`src/rtl/sbox_share_compress.sv`:
```
// Two-stage compression of a 9-share expanded S-box output into 3 output shares.
// Stage A captures the raw share products; stage B holds the XOR-compressed result.
module sbox_share_compress #(
   parameter int CNT_W = 16
) (
   input  logic             clk,
   input  logic             rst,
   input  logic             in_valid,
   output logic             in_ready,
   input  logic [35:0]      in_q,
   output logic             out_valid,
   input  logic             out_ready,
   output logic [3:0]       out_y1,
   output logic [3:0]       out_y2,
   output logic [3:0]       out_y3,
   output logic             busy,
   output logic [CNT_W-1:0] out_count
);

   logic             a_valid_q, a_valid_d;
   logic             b_valid_q, b_valid_d;
   logic [35:0]      a_data_q, a_data_d;
   logic [2:0][3:0]  b_data_q, b_data_d;
   logic [2:0][3:0]  comp;
   logic [CNT_W-1:0] cnt_q, cnt_d;
   logic             in_hs, b_load, out_hs;

   assign in_ready = !a_valid_q || !b_valid_q || out_ready;
   assign in_hs    = in_valid && in_ready;
   assign b_load   = a_valid_q && (!b_valid_q || out_ready);
   assign out_hs   = b_valid_q && out_ready;

   // Share s, bit k folds the three adjacent cross-products a[9k+3s +: 3].
   always_comb begin
      comp = '0;
      for (int s = 0; s < 3; s++) begin
         for (int k = 0; k < 4; k++) begin
            comp[s][k] = ^a_data_q[9*k + 3*s +: 3];
         end
      end
   end

   // NOTE: every next-state signal gets a default first so no path leaves it unassigned (no latch).
   always_comb begin
      a_valid_d = a_valid_q;
      b_valid_d = b_valid_q;
      a_data_d  = a_data_q;
      b_data_d  = b_data_q;
      cnt_d     = cnt_q;
      if (in_hs) begin
         a_valid_d = 1'b1;
         a_data_d  = in_q;
      end else if (b_load) begin
         a_valid_d = 1'b0;
      end
      if (b_load) begin
         b_valid_d = 1'b1;
         b_data_d  = comp;
      end else if (out_ready) begin
         b_valid_d = 1'b0;
      end
      if (out_hs) cnt_d = cnt_q + CNT_W'(1);
   end

   // NOTE: state uses non-blocking assignments so all registers update from pre-edge values.
   // NOTE: data registers are reset too, so no share material from a discarded vector survives.
   always_ff @(posedge clk) begin
      if (rst) begin
         a_valid_q <= 1'b0;
         b_valid_q <= 1'b0;
         a_data_q  <= '0;
         b_data_q  <= '0;
         cnt_q     <= '0;
      end else begin
         a_valid_q <= a_valid_d;
         b_valid_q <= b_valid_d;
         a_data_q  <= a_data_d;
         b_data_q  <= b_data_d;
         cnt_q     <= cnt_d;
      end
   end

   assign out_valid = b_valid_q;
   assign out_y1    = b_data_q[0];
   assign out_y2    = b_data_q[1];
   assign out_y3    = b_data_q[2];
   assign busy      = a_valid_q || b_valid_q;
   assign out_count = cnt_q;

endmodule

```
`config.mk`:
```
export PLATFORM = sky130hd
export DESIGN_NAME = sbox_share_compress
export DESIGN_NICKNAME = d
export VERILOG_FILES = /design/src/rtl/sbox_share_compress.sv
export SDC_FILE = /design/constraint.sdc
export NUM_CORES = 1
export LEC_CHECK = 0
export BUFFER_PORTS_ARGS = -buffer_cell sky130_fd_sc_hd__buf_2
export CAP_MARGIN = 20
export CORE_ASPECT_RATIO = 1.1
export CORE_MARGIN = 3
export CORE_UTILIZATION = 56
export CTS_CLUSTER_DIAMETER = 80
export CTS_CLUSTER_SIZE = 24
export DETAILED_ROUTE_END_ITERATION = 6
export GPL_TIMING_DRIVEN = 0
export PLACE_DENSITY = 0.91
export RECOVER_POWER = 50
export SYNTH_ARGS = -nofsm -noshare
export SYNTH_HDL_FRONTEND = slang
export SYNTH_SLANG_ARGS = --single-unit
```
`constraint.sdc`:
```
create_clock -name clk -period 3.1 [get_ports clk]
set_clock_uncertainty 0.05 [all_clocks]
set_input_delay 0.155 -clock clk [delete_from_list [all_inputs] [get_ports clk]]
set_output_delay 0.155 -clock clk [all_outputs]
set_load 0.005 [all_outputs]
```
Word-level counts from Yosys, hierarchy flattened
Index checks and enable logic that the tools add are counted.

Bitwise operators: 0. Reductions and logical operators: 23. $mul: 0. Muxes and demuxes: 4. $lt $le $gt $ge: 0. Equal/unequal tests: 0. Divide/modulo/power cells: 0. $add $sub $neg: 1. Shift operators: 0.

Operators with widths (count): $reduce_xor 3->1 (12); $add 16x1->16 const B (1); $logic_or 1x1->1 (4); $mux 1 (4); $reduce_bool 2->1 (2); $logic_and 1x1->1 (3); $logic_not 1->1 (2).

Bits in latches: 0. Bits in read-only memories: 0. Bits of input ports: 40. Logic and storage cells: 35. RAM bits: 0. Memories kept: 0. Register bits after elaboration: 66. Output and inout bits: 31.

Logic depth before layout (Yosys ltp)
Word-level depth: 5. Gate-level depth with buffers: 6. Gate-level depth less buffers: 5.

Least setup slack after synthesis
Ideal clock, no wire load.

Kind: flip-flop to flip-flop. Start point: register cnt_q[6], in the netlist out_count[6]. End point: register cnt_q[15], in the netlist out_count[15]. Buffers on the path: 0. Period minus slack after synthesis: 1.690 ns. Path slack: 1.410 ns. Stages on the path, launching flop included: 5. Arrival time: 1.570 ns. Library setup time: 0.070 ns. Data required time: 2.980 ns. Cells stage by stage: dfxtp_1 nand4_2 or3_4 or4_1 a21oi_1.

Word-level cells in the longest chain between the ends: 1.

RTL lines: from (decl) (RTL line 25) `logic [CNT_W-1:0] cnt_q, cnt_d;`; from (signal assigned) (RTL line 79) `cnt_q <= cnt_d;`; $add 16x1->16 (RTL line 62) `if (out_hs) cnt_d = cnt_q + CNT_W'(1);`.

Every way passes these cells. A chain may end at the register's enable or synchronous reset.

Worst setup path in the final report
Start point: register b_valid_q, in the netlist out_valid. End point: register b_data_q, in the netlist out_y2[2].

Word-level cells in the longest chain between the ends: 3.

RTL lines: from (decl) (RTL line 21) `logic b_valid_q, b_valid_d;`; from (signal assigned) (RTL line 76) `b_valid_q <= b_valid_d;`; $logic_not 1->1 (RTL line 30) `assign b_load = a_valid_q && (!b_valid_q || out_ready);`; $logic_or 1x1->1 (RTL line 30); $logic_and 1x1->1 (RTL line 30); to (signal assigned) (RTL line 78) `b_data_q <= b_data_d;`; to (decl) (RTL line 23) `logic [2:0][3:0] b_data_q, b_data_d;`.

Every way passes these cells.

==> metrics.yaml <==
initial_core_util: 0.600
grt_pass1_vias: 2468
tightestPinTransition_ns: 0.531
hold_path.class: "input port to flip-flop"
cp_cell_sequence: "inv_1 -> o21ai_0 -> buf_2 -> mux2i_1 -> nor2_1"
dpl.hpwl_microns: 4090
track_usage: 0.255
place_ws_ns: 1.28
cts_sinks: 66
cp.arrival_ns: 2.15
hold_start: "in_q[20]"
io_buffers: 69
drt-total-wl_microns: 6780
die_y_microns: 78.1
critPathMaxFanout: 10
vias: 2484
dieArea_sq_um: 5580
yosysWarnings: 0
rsz0062_at_grt: "false"
clock_path_buffers: 2
drtAntennaViolNets: 0
r2r_start: "out_valid$_SDFFE_PP0P_"
synthDistinctLibCells: 31
yosys_register_bits: 66
die_w_microns: 71.5
min_period_ns: 1.98
end_kind: "flip-flop"
synth_edf_count: 0
clkTransAtPathRegs_ns: 0.07
post-route-period-util: 0.639
ys_dominant_reg_cell: "dfxtp_1"
rr_worst_depth: 5
postCtsSetupRepairBufs: 0
drc: 0
grt_max_degree: 12
setup_viol: 0
vdd_ir_drop_max_v: 0.000502
min_path_cells: 3
synth_nets: 353
async_flop_share: 0
first_pass_iters: 7
grt_pass1_wl_microns: 11000
synth_area_per_cell_sq_um: 8.48
p_leak_nw: 1.51
yosysSeqAreaShare: 0.500
avgViaCountPerCell: 5.20
finalMaxSlewViolations: 0
cts_tree: "yes"
critPathMaxStageDelay_ns: 0.46
synthesis.area_sq_um: 2650
numCtsBuffers: 9
start_kind: "flip-flop"
io_pins: 71
cp_slowest_cell: "dfxtp_1"
cts_root_buffer: "clkbuf_8"
powerDensity_nw_per_um2: 568
slew_headroom: 0.646
finalHoldViolCount: 0
worst_slack_ns: 1.12
place_congestion: 0.796
core_sq_um: 4410
htree_levels: 3
reg2reg_slack_ns: 1.12
outcome: "completed"
initialDrtViolationCount: 168
overflow: 0
rows: 25
finalSetupTns_ns: 0
critPathKind: "flip-flop to flip-flop"
drive_gt1_frac: 0.191
diodes: 0
syn_to_final_growth_pct: 34.9
clock_latency_ns: 0.35
rr_endpoint: "out_y2[2]$_SDFFE_PP0P_"
cap_violations: 0
synthCells: 312
final_nets: 460
fmax_mhz: 505
cp_data_required_time_ns: 3.26
wire_per_inst_microns: 14.2
min_to: "a_data_q[20]$_SDFFE_PP0P_"
antenna_found_initial: 0
## worst max-delay path by stage
stage                              startpoint                          to  slack [ns]  depth (start not counted)
finish                 out_valid$_SDFFE_PP0P_      out_y2[2]$_SDFFE_PP0P_        1.12                          5
global route           out_valid$_SDFFE_PP0P_    a_data_q[4]$_SDFFE_PP0P_        0.99                          6
CTS                 out_count[6]$_SDFFE_PP0P_  out_count[15]$_SDFFE_PP0P_        1.24                          4
detailed placement  out_count[7]$_SDFFE_PP0P_  out_count[15]$_SDFFE_PP0P_        1.28                          4
global placement    out_count[6]$_SDFFE_PP0P_  out_count[15]$_SDFFE_PP0P_        1.32                          4
floorplan           out_count[6]$_SDFFE_PP0P_  out_count[15]$_SDFFE_PP0P_        1.41                          4
## layer usage
| layer | GRT usage | wire (microns) | vias to the layer above |
|---|---|---|---|
| met5 | 0 | 0 | - |
| met4 | 0.143 | 211 | 0 |
| met3 | 0.0615 | 404 | 20 |
| met2 | 0.438 | 3450 | 96 |
| met1 | 0.286 | 2720 | 1131 |
| li1 | - | - | 1237 |
## layout by cell type, fill, tap and decap left out, drive strengths merged, types with 2 or more instances in the layout
master | synthesis | layout
xor2 | 6 | 6
inv | 6 | 6
nor3 | 3 | 3
xnor2 | 29 | 29
nor2 | 25 | 25
or3 | 3 | 3
buf | 3 | 62
bufinv | 0 | 3
dlygate4sd3 | 0 | 27
mux2i | 12 | 12
dfxtp | 66 | 66
nand3 | 4 | 4
and4 | 2 | 2
nand2 | 81 | 81
nand4 | 4 | 4
clkbuf | 12 | 34
o21ai | 3 | 3
a21oi | 43 | 43
## state kept, by name (all words and copies together) (netlist names)
name,count
a_data_q,36
out_count,16
out_y1,4
out_y2,4
out_y3,4
a_valid_q,1
out_valid,1
## critical path: cells and delay by family, from the launching register on
| family | cells | cell delay, ns |
|---|---|---|
| simple gates | 1 | 0.08 |
| flops | 1 | 0.46 |
| mux | 1 | 0.34 |
| compound gates | 1 | 0.44 |
| buf+inv | 2 | 0.47 |
## kinds of logic (layout without fill, tap and decap cells)
logic type,Yosys count,count (layout),share of synthesized area
buf+inv,21,133,0.0303
flops,66,66,0.500
compound gates,48,48,0.0932
simple gates,129,129,0.211
fa+ha+maj,1,1,0.00473
mux,12,12,0.0454
xor+xnor,35,35,0.116
## metrics by stage
| stage | hold WS, ns | cell area [sq um] | util | power, mW | instances |
|---|---|---|---|---|---|
| finish | 0.00447 | 3570 | 0.809 | 2.03 | 478 |
| global route | 0.0125 | 3570 | 0.809 | 2.09 | 478 |
| CTS | 0.00177 | 3580 | 0.812 | 2.02 | 478 |
| detailed placement | 0.351 | 3060 | 0.693 | 1.10 | 435 |
| global placement | 0.346 | 3060 | 0.693 | 1.09 | 435 |
| floorplan | 0.234 | 2650 | - | 1.04 | 312 |
## final cells by class
class	count	area (sq um)
sequential	66	1320
multi-input combinational	225	1240
fill	274	842
timing repair buffer	96	603
clock buffer	12	155
clock inverter	4	97.6
tap	54	67.6
buffer	15	57.6
inverter	6	22.5
## repair_timing
item	in CTS	in global routing
resized for setup	0	0
endpoints found under the hold margin	27	0
hold buffers	27	0
## Yosys cell counts, types with 2 or more instances
| cell | n | share of area |
|---|---|---|
| nor2_1 | 25 | 0.035 |
| dfxtp_1 | 66 | 0.50 |
| nand4_1 | 3 | 0.0071 |
| clkbuf_1 | 12 | 0.017 |
| buf_1 | 2 | 0.0028 |
| nand2_1 | 81 | 0.11 |
| mux2i_1 | 12 | 0.045 |
| inv_1 | 6 | 0.0085 |
| nor3_1 | 3 | 0.0057 |
| nand3_1 | 4 | 0.0076 |
| a21oi_1 | 43 | 0.081 |
| and4_1 | 2 | 0.0066 |
| xnor2_1 | 29 | 0.096 |
| o21ai_0 | 2 | 0.0038 |
| xor2_1 | 6 | 0.020 |
## where the power goes
group          internal (mW)  leakage [nW]  switching (mW)
combinational          0.105         0.848           0.101
sequential             0.886         0.540          0.0266
clock                  0.579         0.123           0.331
total                   1.57          1.51           0.458
No activity file was read; power rests on OpenSTA's default activity.
